`config.mk`:
```
export PLATFORM = sky130hd
export DESIGN_NAME = dsram_port_arbiter
export DESIGN_NICKNAME = d
export VERILOG_FILES = /design/src/rtl/dsram_arb_pkg.sv /design/src/rtl/dsram_arb_pick.sv /design/src/rtl/dsram_port_arbiter.sv
export SDC_FILE = /design/constraint.sdc
export NUM_CORES = 1
export LEC_CHECK = 0
export ABC_AREA = 1
export BUFFER_PORTS_ARGS = -buffer_cell sky130_fd_sc_hd__buf_4
export CORE_AREA = 10 10 100 102
export CTS_CLUSTER_DIAMETER = 80
export DETAILED_ROUTE_END_ITERATION = 12
export DIE_AREA = 0 0 110 112
export GPL_TIMING_DRIVEN = 0
export SETUP_SLACK_MARGIN = 0.1
export SYNTH_ARGS = -nofsm -noshare
export SYNTH_HDL_FRONTEND = slang
export SYNTH_SLANG_ARGS = --single-unit
```
`constraint.sdc`:
```
create_clock -name clk_i -period 1.21 [get_ports clk_i]
set_input_delay 0.3025 -clock clk_i [delete_from_list [all_inputs] [get_ports clk_i]]
set_output_delay 0.3025 -clock clk_i [all_outputs]
set_load 0.005 [all_outputs]
```
`src/rtl/dsram_arb_pkg.sv`:
```
// Shared types for the data-SRAM port arbiter: FSM encoding, owner IDs and the in-flight read tag.
`timescale 1ns/1ps
package dsram_arb_pkg;

   typedef enum logic {
      ARB_NORMAL = 1'b0,
      ARB_FORCE  = 1'b1
   } arb_state_e;

   localparam logic OWNER_P0 = 1'b0;
   localparam logic OWNER_P1 = 1'b1;

   typedef struct packed {
      logic vld;
      logic owner;
   } tag_t;

endpackage

```
`src/rtl/dsram_arb_pick.sv`:
```
// Grant selection for the two SRAM requesters: fixed priority to port 0 with a starvation
// counter that forces a grant to port 1.
//
//   state      | meaning
//   -----------+------------------------------------------------------------
//   ARB_NORMAL | port 0 has priority; starve_q counts port 1 denials
//   ARB_FORCE  | port 1 has priority until it is granted or withdraws
`timescale 1ns/1ps
module dsram_arb_pick
   import dsram_arb_pkg::*;
#(
   parameter int STARVE_MAX = 4
) (
   input  logic clk_i,
   input  logic rst_n_i,
   input  logic p0_req_i,
   input  logic p1_req_i,
   output logic p0_gnt_o,
   output logic p1_gnt_o
);

   localparam logic [3:0] STARVE_LIM = 4'(STARVE_MAX);

   arb_state_e state_q, state_d;
   logic [3:0] starve_q, starve_d;

   always_ff @(posedge clk_i or negedge rst_n_i) begin
      if (!rst_n_i) begin
         state_q  <= ARB_NORMAL;
         starve_q <= '0;
      end else begin
         state_q  <= state_d;
         starve_q <= starve_d;
      end
   end

   // The switch to FORCE uses the incremented count so port 1 wins on the very next cycle.
   always_comb begin
      starve_d = starve_q;
      state_d  = state_q;
      if (!p1_req_i || p1_gnt_o) begin
         starve_d = '0;
      end else begin
         starve_d = starve_q + 4'd1;
      end
      case (state_q)
         ARB_NORMAL: if (starve_d >= STARVE_LIM) state_d = ARB_FORCE;
         ARB_FORCE:  if (p1_gnt_o || !p1_req_i) state_d = ARB_NORMAL;
         default:    state_d = ARB_NORMAL;
      endcase
   end

   always_comb begin
      p0_gnt_o = 1'b0;
      p1_gnt_o = 1'b0;
      case (state_q)
         ARB_NORMAL: begin
            p0_gnt_o = p0_req_i;
            p1_gnt_o = p1_req_i & ~p0_req_i;
         end
         ARB_FORCE: begin
            p1_gnt_o = p1_req_i;
            p0_gnt_o = p0_req_i & ~p1_req_i;
         end
         default: begin
            p0_gnt_o = 1'b0;
            p1_gnt_o = 1'b0;
         end
      endcase
   end

endmodule

```
`src/rtl/dsram_port_arbiter.sv`:
```
// Shares one data-SRAM port between the EXE load/store path (port 0) and an auxiliary master
// (port 1). Optional counters are enabled with `define DSRAM_ARB_PERF_EN.
`timescale 1ns/1ps
module dsram_port_arbiter
   import dsram_arb_pkg::*;
#(
   parameter int SRAM_LAT   = 1,
   parameter int STARVE_MAX = 4
) (
   input  logic        clk_i,
   input  logic        rst_n_i,
   input  logic        p0_req_i,
   input  logic [3:0]  p0_we_i,
   input  logic [31:0] p0_addr_i,
   input  logic [31:0] p0_wdata_i,
   output logic        p0_gnt_o,
   output logic        p0_rvalid_o,
   input  logic        p1_req_i,
   input  logic [3:0]  p1_we_i,
   input  logic [31:0] p1_addr_i,
   input  logic [31:0] p1_wdata_i,
   output logic        p1_gnt_o,
   output logic        p1_rvalid_o,
   output logic [31:0] rdata_o,
   output logic        sram_en_o,
   output logic [3:0]  sram_we_o,
   output logic [31:0] sram_addr_o,
   output logic [31:0] sram_wdata_o,
   input  logic [31:0] sram_rdata_i
`ifdef DSRAM_ARB_PERF_EN
   ,
   input  logic        perf_clr_i,
   output logic [31:0] perf_p0_gnt_o,
   output logic [31:0] perf_p1_gnt_o,
   output logic [31:0] perf_conflict_o
`endif
);

   logic p0_gnt, p1_gnt;
   tag_t tag_d;
   tag_t tag_q [SRAM_LAT];

   dsram_arb_pick #(.STARVE_MAX(STARVE_MAX)) u_pick (
      .clk_i    (clk_i),
      .rst_n_i  (rst_n_i),
      .p0_req_i (p0_req_i),
      .p1_req_i (p1_req_i),
      .p0_gnt_o (p0_gnt),
      .p1_gnt_o (p1_gnt)
   );

   always_comb begin
      sram_en_o    = p0_gnt | p1_gnt;
      sram_we_o    = '0;
      sram_addr_o  = '0;
      sram_wdata_o = '0;
      if (p1_gnt) begin
         sram_we_o    = p1_we_i;
         sram_addr_o  = p1_addr_i;
         sram_wdata_o = p1_wdata_i;
      end else if (p0_gnt) begin
         sram_we_o    = p0_we_i;
         sram_addr_o  = p0_addr_i;
         sram_wdata_o = p0_wdata_i;
      end
   end

   always_comb begin
      tag_d.vld   = (p0_gnt & (p0_we_i == 4'h0)) | (p1_gnt & (p1_we_i == 4'h0));
      tag_d.owner = p1_gnt ? OWNER_P1 : OWNER_P0;
   end

   // One stage per SRAM cycle, so the last stage lines up with sram_rdata_i.
   always_ff @(posedge clk_i or negedge rst_n_i) begin
      if (!rst_n_i) begin
         for (int i = 0; i < SRAM_LAT; i++) tag_q[i] <= '0;
      end else begin
         tag_q[0] <= tag_d;
         for (int i = 1; i < SRAM_LAT; i++) tag_q[i] <= tag_q[i-1];
      end
   end

   assign p0_gnt_o    = p0_gnt;
   assign p1_gnt_o    = p1_gnt;
   assign p0_rvalid_o = tag_q[SRAM_LAT-1].vld & (tag_q[SRAM_LAT-1].owner == OWNER_P0);
   assign p1_rvalid_o = tag_q[SRAM_LAT-1].vld & (tag_q[SRAM_LAT-1].owner == OWNER_P1);
   assign rdata_o     = sram_rdata_i;

`ifdef DSRAM_ARB_PERF_EN
   logic [31:0] perf_p0_q, perf_p1_q, perf_cf_q;

   always_ff @(posedge clk_i or negedge rst_n_i) begin
      if (!rst_n_i) begin
         perf_p0_q <= '0;
         perf_p1_q <= '0;
         perf_cf_q <= '0;
      end else if (perf_clr_i) begin
         perf_p0_q <= '0;
         perf_p1_q <= '0;
         perf_cf_q <= '0;
      end else begin
         perf_p0_q <= perf_p0_q + {31'd0, p0_gnt};
         perf_p1_q <= perf_p1_q + {31'd0, p1_gnt};
         perf_cf_q <= perf_cf_q + {31'd0, p0_req_i & p1_req_i};
      end
   end

   assign perf_p0_gnt_o   = perf_p0_q;
   assign perf_p1_gnt_o   = perf_p1_q;
   assign perf_conflict_o = perf_cf_q;
`endif

endmodule

```
---- Word-level counts from Yosys, hierarchy flattened ----
Cells that the tools add are included.
operators by class
  mux-type cells .......................... 13
  add/sub/neg operators ................... 1
  bitwise gates (word level) .............. 12
  $lt $le $gt $ge ......................... 1
  reduce and logical (&&, ||, !) cells .... 4
operator list
  kind                                                                   number
  32-bit two-way mux                                                     4
  4-bit two-way mux                                                      3
  4-bit zero test                                                        2
  1-bit bitwise AND                                                      6
  1-bit case mux with 2 select lines                                     3
  4-bit by 1-bit adder with 4-bit output, second input constant          1
  4-bit by 3-bit >= comparator with 1-bit output, second input constant  1
  1-bit inverter                                                         4
  1-bit two-way mux                                                      3
  1-bit OR                                                               2
  1-bit zero test                                                        1
  1-bit logical OR                                                       1
storage, ports and cells
  input port bits ......................... 172
  output and inout bits ................... 105
  logic and storage cells ................. 35
  bits in registers ....................... 7

---- Logic depth before layout (Yosys ltp) ----
Gate-level depths: netlist (run 1).
  word-level depth ........................ 8
  gate-level depth with buffers ........... 6
  mapped depth without buffers ............ 6

---- Modules after synthesis ----
From an unflattened synthesis (run 1), not the netlist that was laid out.
second synthesis, totals
  cells, all modules ...................... 303
  area, all modules ....................... 1635.3 um^2
modules (own cells, without submodules)
  module              instances  area each (um^2)  cells an instance  sequential area each (um^2)
  dsram_port_arbiter  1          1390.1            274                50.0
  dsram_arb_pick      1          245.2             29                 125.1

---- Least setup slack after synthesis (run 1) ----
OpenSTA, ideal clock, no wires.
  path kind ............................... reg-to-output
  from .................................... register u_pick.state_q
  to ...................................... output port sram_addr_o[22]
  path buffers ............................ 1
  path slack .............................. 0.023 ns
  arrival time ............................ 0.884 ns
  cell stages (with the launch flop) ...... 7
  data required time ...................... 0.907 ns
  path through ............................ dfrtp_1 -> nand2_1 -> nand2_1 -> inv_2 -> buf_2 -> nand2_1 -> nand2_1
between the ends
  word-level cells in the longest chain between the ends .. 4
  elaborated cells between the ends (all ways) .. 5
  classes of those cells .................. 4 x mux; 1 x bitwise
ends and longest elaborated chain
  element                               line                      source
  from (decl)                           dsram_arb_pick.sv:24      arb_state_e state_q, state_d;
  from (signal assigned)                dsram_arb_pick.sv:32      state_q <= state_d;
  1-bit inverter                        dsram_arb_pick.sv:56      case (state_q)
  1-bit case mux with 2 select lines *  dsram_arb_pick.sv:56
  net p0_gnt_o                          dsram_port_arbiter.sv:16  output logic p0_gnt_o,
  32-bit two-way mux *                  dsram_port_arbiter.sv:61  end else if (p0_gnt) begin
  32-bit two-way mux *                  dsram_port_arbiter.sv:57  if (p1_gnt) begin
  to (decl)                             dsram_port_arbiter.sv:27  output logic [31:0] sram_addr_o,
The timed path passes the listed nets; every way through them passes the cells marked *.

---- Worst setup path after layout (run 1) ----
  from .................................... register u_pick.state_q
  to ...................................... output port sram_addr_o[19]
between the ends
  word-level cells in the longest chain between the ends .. 4
  elaborated cells between the ends (all ways) .. 5
  classes of those cells .................. 4 x mux; 1 x bitwise
ends and longest elaborated chain
  element                             line
  1-bit inverter                      dsram_arb_pick.sv:56
  1-bit case mux with 2 select lines  dsram_arb_pick.sv:56
  32-bit two-way mux                  dsram_port_arbiter.sv:61
  32-bit two-way mux *                dsram_port_arbiter.sv:57
Mark *: on every way between the ends. The rest lies on a longest branch, timed or not.

==> impl_metrics.py, run 1 <==
metrics = {
    "setup_path": {
        "endpoint_kind": "output port",
        "critPathLaunchType": "flip-flop",
        "max_stage_delay_ns": 0.38,
        "critPathArrivalTime_ns": 1.30,
        "path_max_fanout": 10,
        "crit_slowest_cell": "dfrtp_1",
        "required_ns": 0.91,
        "crit_type": "flip-flop to output port",
        "worstPathCellList": "nand2_4 -> o21ai_2 -> buf_6 -> nand2_1 -> nand2_1 -> buf_4",
        "cp.buffers_inverters": 2,
        "crit_path_frequent_cell": "nand2_1",
        "crit_family": "flip-flops",
    },
    "clock_tree": {
        "cts_buffers": 3,
        "post_cts_buffers": 0,
        "cts_sinks": 7,
        "root_buffer": "clkbuf_8",
        "cts_tree": "built",
        "clockBufferDepth": 2,
        "insertion_delay_ns": 0.22,
        "htree_levels": 1,
        "path_clk_slew_ns": 0.04,
    },
    "layout": {
        "seq_area_sq_um": 175,
        "final_util_pct": 47.0,
        "diodes": 0,
        "syn2layout_area_growth_pct": 166,
        "multiInputGateArea_sq_um": 1010,
        "drive_gt1_share_pct": 58.3,
        "layout_common_cells": "268 x buf_4, 197 x nand2_1, 20 x buf_6",
        "fillers": 803,
        "mostFrequentLayoutCell": "buf_4",
        "finalNetCount": 725,
    },
    "detailed_routing": {
        "dr_total_vias": 2633,
        "drtIter0Drc": 70,
        "antenna_left": 0,
        "vias_per_cell": 4.01,
        "post-route-drc-count": 0,
        "post_drt_wl_per_cell_microns": 15.9,
        "drt-pass1-iter-count": 5,
        "postRouteWirelength_mm": 10.4,
    },
    "global_route": {
        "first_global_vias": 2768,
        "grt-ovfl-total": 0,
        "grt_max_degree": 12,
        "grt_usage_pct": 14.7,
        "grt_antenna_before_repair": 0,
        "grt_pass1_wl_mm": 14.6,
    },
    "pwr": {
        "netSwitchingPower_uw": 557,
        "pwr-share-clk_pct": 17.2,
        "seq_power_share_pct": 13.5,
        "p_per_area_nw_per_um2": 481,
        "intPower_uw": 1270,
        "finalPower_uw": 1820,
        "p_leak_uw": 0.00237,
        "swShare_pct": 30.5,
        "vdd_drop_max_mv": 0.190,
        "comb_power_share_pct": 69.3,
    },
    "timing": {
        "setup_ws_ns": -0.394,
        "fin_crit_sh_pct": 133,
        "setup-tns-final_ns": -25.39,
        "worst-slew-pin-transition_ns": 0.378,
        "drv_slew": 0,
        "finalCriticalPeriod_ns": 1.60,
        "slew_headroom_pct": 74.8,
        "rsz0062_at_grt": "yes",
        "fin_worst_skew_ns": 0.00128,
        "max_freq_mhz": 623,
        "setup_violations": 70,
        "hold_viol_final": 0,
    },
    "floorplanning": {
        "rows": 33,
        "start_util_pct": 17.7,
        "fp.dieH_microns": 112,
        "die-area_sq_um": 12300,
        "num_io_pins": 277,
        "fp.dieW_microns": 110,
        "core-area_sq_um": 8050,
    },
    "yosys": {
        "yosysTopAreaCell": "nand2_1",
        "ys_seq_area_share_pct": 12.3,
        "synthDominantCellAreaShare_pct": 56.8,
        "ys_warn_count": 0,
        "syn_inst": 296,
        "ys_seq_elements": 7,
        "synth.distinct_cells": 12,
        "synth.avg_cell_area_sq_um": 4.80,
        "synth_area_leaders": "nand2_1 57%, buf_4 17%, dfrtp_1 12%",
        "syn_area_sq_um": 1420,
        "synth_fp_nets": 469,
    },
    "place": {
        "dp_hpwl_mm": 8.89,
        "io_buffer_count": 244,
        "place_congestion": 0.870,
    },
    "outcome": {
        "violations": "negative setup slack",
        "status": "complete, but fails checks",
    },
    "hold_path": {
        "hp-class": "input pin to flip-flop",
    },
    "run": {
        "cap_violations": 0,
    },
}
## final timing paths
| kind | cells after the start | endpoint | from | slack, ns |
|---|---|---|---|---|
| worst max-delay path | 6 | sram_addr_o[19] | u_pick.state_q$_DFF_PN0_ | -0.39 |
| worst min-delay path | 4 | tag_q[1]$_DFF_PN0_ | p0_we_i[0] | 0.39 |
| worst max register to register | 5 | tag_q[1]$_DFF_PN0_ | u_pick.state_q$_DFF_PN0_ | 0.13 |
| worst min register to register | 1 | u_pick.starve_q[0]$_DFF_PN0_ | u_pick.starve_q[0]$_DFF_PN0_ | 0.48 |
| max in group asynchronous | 2 | u_pick.starve_q[2]$_DFF_PN0_ | rst_n_i | 0.65 |
| min in group asynchronous | 2 | u_pick.starve_q[1]$_DFF_PN0_ | rst_n_i | 0.44 |
## logic make-up (layout without fill, tap and decap cells)
kind of cell | count (synthesis) | after routing | synth area share (%)
buffers and inverters | 58 | 312 | 25.0
and+or+nand+nor | 229 | 229 | 61.2
adders and majority gates | 1 | 1 | 0.880
DFF | 7 | 7 | 12.3
AOI/OAI and AO/OA | 1 | 2 | 0.616
## metal layers
| layer | wire, microns | track usage, % | vias up |
|---|---|---|---|
| met5 | 0 | 0 | - |
| met4 | 95 | 3.13 | 0 |
| met3 | 1430 | 6.17 | 6 |
| met2 | 5320 | 27.4 | 160 |
| met1 | 3570 | 14.5 | 1111 |
| li1 | - | - | 1356 |
## area by class of cell
| class | instances | share of cell area [%] |
|---|---|---|
| Sequential cell | 7 | 4.63 |
| Timing Repair Buffer | 249 | 51.4 |
| Buffer | 46 | 11.0 |
| Tap cell | 105 | 3.47 |
| Inverter | 12 | 1.39 |
| Multi-Input combinational cell | 232 | 26.7 |
| Timing Repair inverter | 1 | 0.231 |
| Clock buffer | 4 | 1.19 |
## power by group through the flow
stage / registers [uW] / clock network (uW) / logic (uW)
2_1_floorplan: 248 / 0 / 356
3_3_place_gp: 248 / 0 / 1130
3_5_place_dp: 248 / 0 / 1150
4_1_cts: 245 / 327 / 1240
5_1_grt: 246 / 346 / 1380
6_report: 245 / 314 / 1260
## worst register-to-register path, stage by stage, from the launching register on
cell and delay [ns]:
dfrtp_1 0.40, nand2_4 0.11, o21ai_4 0.12, buf_6 0.17
nand3_1 0.08, nand2_1 0.08
## registers in the layout, summed over array words and instances, names as in the netlist
register	count
u_pick.starve_q	4
tag_q	2
u_pick.state_q	1
## per-stage QoR
step	cell area, sq um	hold slack (ns)	cells	setup slack, ns
after floorplan	1440	0.00691	296	0.0449
after global placement	3400	0.118	645	-0.582
after detailed placement	3400	0.121	645	-0.586
after CTS	3660	0.380	653	-0.453
after global routing	3790	0.391	656	-0.482
final	3790	0.393	656	-0.394
## cell usage after synthesis, drive strengths merged
library cell and number:
inv 12, or2 1, ha 1, dfrtp 7, o21ai 1, nand3 4, nand2 215, nand4 1
nor2 8, buf 46
## timing repair
action,CTS,global route
resized for setup,48,31
gates cloned,3,3
pin swaps,9,4
hold buffers,1,0
endpoints found under the setup margin,74,74
hold endpoints to repair,7,0
Note: power is estimated with default switching activity, not from simulation.
==> inputs of run 2 (changes only) <==
Settings changed: ABC_AREA 1 to unset.
==> impl_metrics.py, run 2 <==
metrics = {
    "place": {
        "dp.cells": 496,
        "io_buffer_count": 244,
        "place_congestion": 0.807,
        "dp_hpwl_mm": 9.32,
    },
    "clock_tree": {
        "root_buffer": "clkbuf_8",
        "cts_sinks": 7,
        "cts_tree": "built",
        "clockBufferDepth": 2,
        "path_clk_slew_ns": 0.04,
        "insertion_delay_ns": 0.23,
        "htree_levels": 1,
        "cts_buffers": 3,
    },
    "yosys": {
        "synth_area_leaders": "a22o_1 48%, buf_4 19%, dfrtp_1 14%",
        "yosysTopAreaCell": "a22o_1",
        "synth_xor_area_share_pct": 2.10,
        "synth_fp_nets": 320,
        "synth_top_family_by_area": "compound AO/OA/AOI/OAI gates",
        "syn_inst": 147,
        "synth_edf_count": 0,
        "synth_flop_cell": "dfrtp_1",
        "synth.distinct_cells": 22,
        "synthDominantCellAreaShare_pct": 47.6,
        "yosysMostFrequentCell": "a22o_1",
        "synthTopCellsByCount": "68 x a22o_1, 32 x buf_4, 12 x buf_2, 7 x dfrtp_1, 4 x nor2_1",
        "async_reset_ff_share_pct": 100,
        "syn_area_sq_um": 1250,
        "synth_mux_area_share_pct": 0,
        "synth-compound-area-share_pct": 48.9,
        "synth.avg_cell_area_sq_um": 8.50,
        "synth_adder_area_share_pct": 1.00,
        "synth_simple_gate_area_share_pct": 7.41,
        "ys_seq_elements": 7,
        "ys_warn_count": 0,
        "ys_seq_area_share_pct": 14.0,
    },
    "layout": {
        "layout_common_cells": "265 x buf_4, 66 x a22o_1, 27 x buf_6",
        "final_util_pct": 44.4,
        "syn2layout_area_growth_pct": 186,
        "reg_top3": "u_pick.starve_q x4, tag_q x2, u_pick.state_q x1",
        "regMostFlops": "u_pick.starve_q",
        "fin_cells": 511,
        "finalNetCount": 580,
        "drive_gt1_share_pct": 77.8,
        "mostFrequentLayoutCell": "buf_4",
        "largest_reg_flops": 4,
        "diodes": 0,
    },
    "timing": {
        "fin_worst_skew_ns": 0.00551,
        "setup-tns-final_ns": -40.83,
        "slew_headroom_pct": 78.6,
        "finalCriticalPeriod_ns": 1.85,
        "setup_violations": 71,
        "hold_viol_final": 0,
        "worst-slew-pin-transition_ns": 0.317,
        "max_freq_mhz": 542,
        "setup_ws_ns": -0.635,
        "drv_slew": 0,
        "rsz0062_at_grt": "yes",
        "fin_crit_sh_pct": 153,
    },
    "detailed_routing": {
        "drtIter0Drc": 67,
        "drt-pass1-iter-count": 4,
        "postRouteWirelength_mm": 10.7,
        "post-route-drc-count": 0,
        "post_drt_wl_per_cell_microns": 20.9,
        "vias_per_cell": 4.39,
        "dr_total_vias": 2242,
        "antenna_left": 0,
    },
    "floorplanning": {
        "num_io_pins": 277,
        "core-area_sq_um": 8050,
        "rows": 33,
        "fp.dieH_microns": 112,
        "die-area_sq_um": 12300,
        "start_util_pct": 15.5,
        "fp.dieW_microns": 110,
    },
    "setup_path": {
        "required_ns": 0.91,
        "cp.buffers_inverters": 3,
        "critPathArrivalTime_ns": 1.54,
        "crit_type": "flip-flop to output port",
        "reg2reg_slack_ns": -0.09,
        "path_max_fanout": 7,
        "crit_path_frequent_cell": "buf_6",
        "worstPathCellList": "nand2b_4 -> and2_4 -> buf_8 -> buf_6 -> a22o_1 -> buf_6",
        "crit_family": "flip-flops",
        "critPathLaunchType": "flip-flop",
        "endpoint_kind": "output port",
        "max_stage_delay_ns": 0.39,
        "crit_slowest_cell": "dfrtp_1",
    },
    "outcome": {
        "violations": "negative setup slack",
        "status": "complete, but fails checks",
    },
    "run": {
        "cap_violations": 0,
    },
    "global_route": {
        "grt_usage_pct": 15.3,
        "grt-ovfl-total": 0,
        "grt_max_degree": 12,
        "grt_antenna_before_repair": 0,
        "grt_pass1_wl_mm": 14.9,
        "first_global_vias": 2581,
    },
    "hold_path": {
        "hp-class": "input pin to flip-flop",
    },
    "pwr": {
        "p_per_area_nw_per_um2": 517,
        "p_leak_uw": 0.00200,
        "vdd_drop_max_mv": 0.326,
    },
}
[run 2: worst register-to-register path, delay by kind of cell, from the launching register on]
kind            cells  cell delay (ns)
buf+inv             5             0.58
flops               1             0.39
compound gates      1             0.17
simple gates        2             0.11
[run 2: worst paths after layout]
check,from,endpoint,depth (start not counted)
worst max register to register,u_pick.state_q$_DFF_PN0_,tag_q[1]$_DFF_PN0_,8
max in group asynchronous,rst_n_i,u_pick.starve_q[0]$_DFF_PN0_,2
worst min register to register,u_pick.starve_q[0]$_DFF_PN0_,u_pick.starve_q[0]$_DFF_PN0_,1
min in group asynchronous,rst_n_i,tag_q[1]$_DFF_PN0_,2
worst max-delay path,u_pick.state_q$_DFF_PN0_,sram_addr_o[13],6
worst min-delay path,p0_we_i[0],tag_q[1]$_DFF_PN0_,4
[run 2: final cells by class]
type                            instances  area, sq um
Timing Repair Buffer                  256         2030
Clock buffer                            4         45.0
Buffer                                 46          374
Inverter                                1         3.75
Multi-Input combinational cell         92          816
Fill cell                             778         4470
Tap cell                              105          131
Sequential cell                         7          175
[run 2: cell families after synthesis]
| logic type | count (synthesis) |
|---|---|
| buffers and inverters | 48 |
| flip-flops | 7 |
| AND/OR/NAND/NOR | 18 |
| adder cells (fa/ha/maj) | 1 |
| XOR/XNOR | 3 |
| AO/OA/AOI/OAI | 70 |
[run 2: per-stage QoR]
stage | hold slack (ns) | area (sq um) | setup WS, ns | total power [uW]
global placement | 0.117 | 3220 | -0.860 | 1420
CTS | 0.371 | 3510 | -0.751 | 1850
floorplan | 0.00691 | 1260 | -0.299 | 618
detailed placement | 0.118 | 3220 | -0.803 | 1420
finish | 0.362 | 3580 | -0.635 | 1850
global route | 0.380 | 3580 | -0.690 | 1960
[run 2: where the power goes]
part | internal [uW] | leakage (uW) | switching, uW | total, uW
clock | 228 | 0.0000228 | 102 | 330
sequential | 241 | 0.0000954 | 5.38 | 247
combinational | 860 | 0.00189 | 413 | 1270
[run 2: routing by layer]
layer / track usage (%) / routed length, microns
met3: 8.25 / 1720
met2: 28.3 / 5470
met1: 14.6 / 3430
met5: 0 / 0
met4: 2.08 / 54
[run 2: what timing repair did]
item,in CTS,in global routing
gates cloned,3,0
pin swaps,14,8
hold endpoints to repair,7,0
setup endpoints to repair,75,80
setup buffers,8,1
gates resized for setup,36,21
hold buffers,1,0
==> inputs of run 3 (changes only) <==
Settings changed: CORE_AREA 10 10 100 102 to 10 10 99 101, DIE_AREA 0 0 110 112 to 0 0 109 111.
Clock period 1.21 ns to 2.2 ns, I/O delays scaled along.
==> impl_metrics.py, run 3 (synthesized netlist as in run 2, its figures left out) <==
metrics = {
    "global_route": {
        "grt_usage_pct": 13.7,
        "grt_max_degree": 12,
        "grt_pass1_wl_mm": 13.3,
        "first_global_vias": 2438,
        "grt_antenna_before_repair": 0,
        "grt-ovfl-total": 0,
    },
    "timing": {
        "fin_crit_sh_pct": 95.1,
        "setup_violations": 0,
        "finalCriticalPeriod_ns": 2.09,
        "slew_headroom_pct": 82.5,
        "rsz0062_at_grt": "yes",
        "setup-tns-final_ns": 0,
        "hold_viol_final": 0,
        "max_freq_mhz": 478,
        "fin_worst_skew_ns": 0.000410,
        "worst-slew-pin-transition_ns": 0.260,
        "drv_slew": 0,
    },
    "setup_path": {
        "critPathArrivalTime_ns": 1.54,
        "crit_type": "flip-flop to output port",
        "endpoint_kind": "output port",
        "crit_path_start": "u_pick.state_q$_DFF_PN0_",
        "worstPathCellList": "nand2b_4 -> and2_4 -> buf_12 -> buf_8 -> a22o_1 -> buf_6",
        "path_max_fanout": 10,
        "crit_slowest_cell": "dfrtp_1",
        "critPathLaunchType": "flip-flop",
        "max_stage_delay_ns": 0.37,
        "regToRegStartpoint": "u_pick.state_q$_DFF_PN0_",
        "required_ns": 1.65,
    },
    "place": {
        "place_congestion": 0.811,
        "dp_hpwl_mm": 8.32,
        "io_buffer_count": 244,
    },
    "detailed_routing": {
        "vias_per_cell": 4.26,
        "postRouteWirelength_mm": 9.41,
        "antenna_left": 0,
        "drtIter0Drc": 89,
        "post-route-drc-count": 0,
        "post_drt_wl_per_cell_microns": 18.6,
        "drt-pass1-iter-count": 6,
        "dr_total_vias": 2156,
    },
    "layout": {
        "diodes": 0,
        "final_util_pct": 43.6,
        "syn2layout_area_growth_pct": 178,
        "layout_common_cells": "277 x buf_4, 68 x a22o_1, 7 x dfrtp_1",
        "finalNetCount": 575,
        "largest_reg_flops": 4,
        "regMostFlops": "u_pick.starve_q",
        "seq_area_sq_um": 175,
        "mostFrequentLayoutCell": "buf_4",
        "multiInputGateArea_sq_um": 764,
        "drive_gt1_share_pct": 75.8,
        "fillers": 805,
        "reg_top3": "u_pick.starve_q x4, tag_q x2, u_pick.state_q x1",
    },
    "floorplanning": {
        "start_util_pct": 15.7,
        "die-area_sq_um": 12100,
        "core-area_sq_um": 7970,
        "fp.dieH_microns": 111,
        "fp.dieW_microns": 109,
        "num_io_pins": 277,
        "rows": 33,
    },
    "clock_tree": {
        "hold_buffers": 0,
        "path_clk_slew_ns": 0.04,
        "htree_levels": 1,
        "insertion_delay_ns": 0.23,
        "cts_tree": "built",
        "cts_sinks": 7,
        "cts_buffers": 3,
        "root_buffer": "clkbuf_8",
        "clockBufferDepth": 2,
    },
    "pwr": {
        "vdd_drop_max_mv": 0.258,
        "p_per_area_nw_per_um2": 284,
        "p_leak_uw": 0.00197,
    },
    "hold_path": {
        "hp-class": "input pin to asynchronous set/reset pin",
    },
    "run": {
        "cap_violations": 0,
    },
    "outcome": {
        "status": "complete, no violations",
    },
}
-- run 3: cell count changes in the layout (fill, tap and decap cells not counted), moves of 4 or more --
cell      change
buf_2         -4
buf_4        +12
clkbuf_4      +5
buf_6        -22
-- run 3: path summary, 6_finish.rpt --
kind	end	slack, ns	depth (start not counted)
hold reg to reg	u_pick.starve_q[0]$_DFF_PN0_	0.48	1
min in group clk_i	u_pick.starve_q[0]$_DFF_PN0_	0.48	1
setup reg to reg	tag_q[1]$_DFF_PN0_	1.03	6
hold / removal	u_pick.starve_q[0]$_DFF_PN0_	0.13	1
max in group asynchronous	tag_q[1]$_DFF_PN0_	1.95	1
setup / recovery	sram_wdata_o[22]	0.11	6
-- run 3: power by group --
group | switching [uW] | leakage (uW) | internal (uW) | total [uW]
logic | 213 | 0.00185 | 461 | 674
registers | 2.23 | 0.0000954 | 133 | 135
clock network | 53.2 | 0.0000228 | 125 | 178
-- run 3: worst max-delay path, delay by kind of cell (launching register included) --
| kind | cells | cell delay (ns) |
|---|---|---|
| AO/OA/AOI/OAI | 1 | 0.25 |
| buffers and inverters | 3 | 0.39 |
| flip-flops | 1 | 0.37 |
| AND/OR/NAND/NOR | 2 | 0.30 |
-- run 3: timing repair --
item | in CTS | in global routing
pin swaps | 26 | 12
setup buffers | 4 | 1
gates resized for setup | 22 | 11
cloned | 2 | 0
endpoints found under the setup margin | 69 | 68
-- run 3: per-stage QoR --
step | cells | instance area [sq um] | power [uW] | hold WS [ns] | worst slack (ns)
final | 506 | 3470 | 987 | 0.129 | 0.107
after global routing | 506 | 3470 | 1050 | 0.129 | 0.0700
after CTS | 506 | 3440 | 998 | 0.129 | 0.0123
after detailed placement | 496 | 3210 | 774 | 0.369 | -0.278
after global placement | 496 | 3210 | 770 | 0.366 | -0.235
after floorplan | 147 | 1250 | 340 | 0.254 | 0.296
-- run 3: layout make-up --
class	count	area share [%]
Buffer	46	11.1
Multi-Input combinational cell	92	22.0
Timing Repair Buffer	251	56.7
Clock buffer	4	1.30
Tap cell	105	3.78
Inverter	1	0.108
Sequential cell	7	5.04
-- run 3: routing by layer --
layer / global-route usage (%) / routed length (microns) / part of all wire (%) / up-vias
met5: 0 / 0 / 0 / -
met3: 5.17 / 1050 / 11 / 4
met4: 2.20 / 56 / 0.59 / 0
met1: 12.7 / 3130 / 33 / 962
met2: 27.2 / 5180 / 55 / 135
li1: - / - / - / 1055
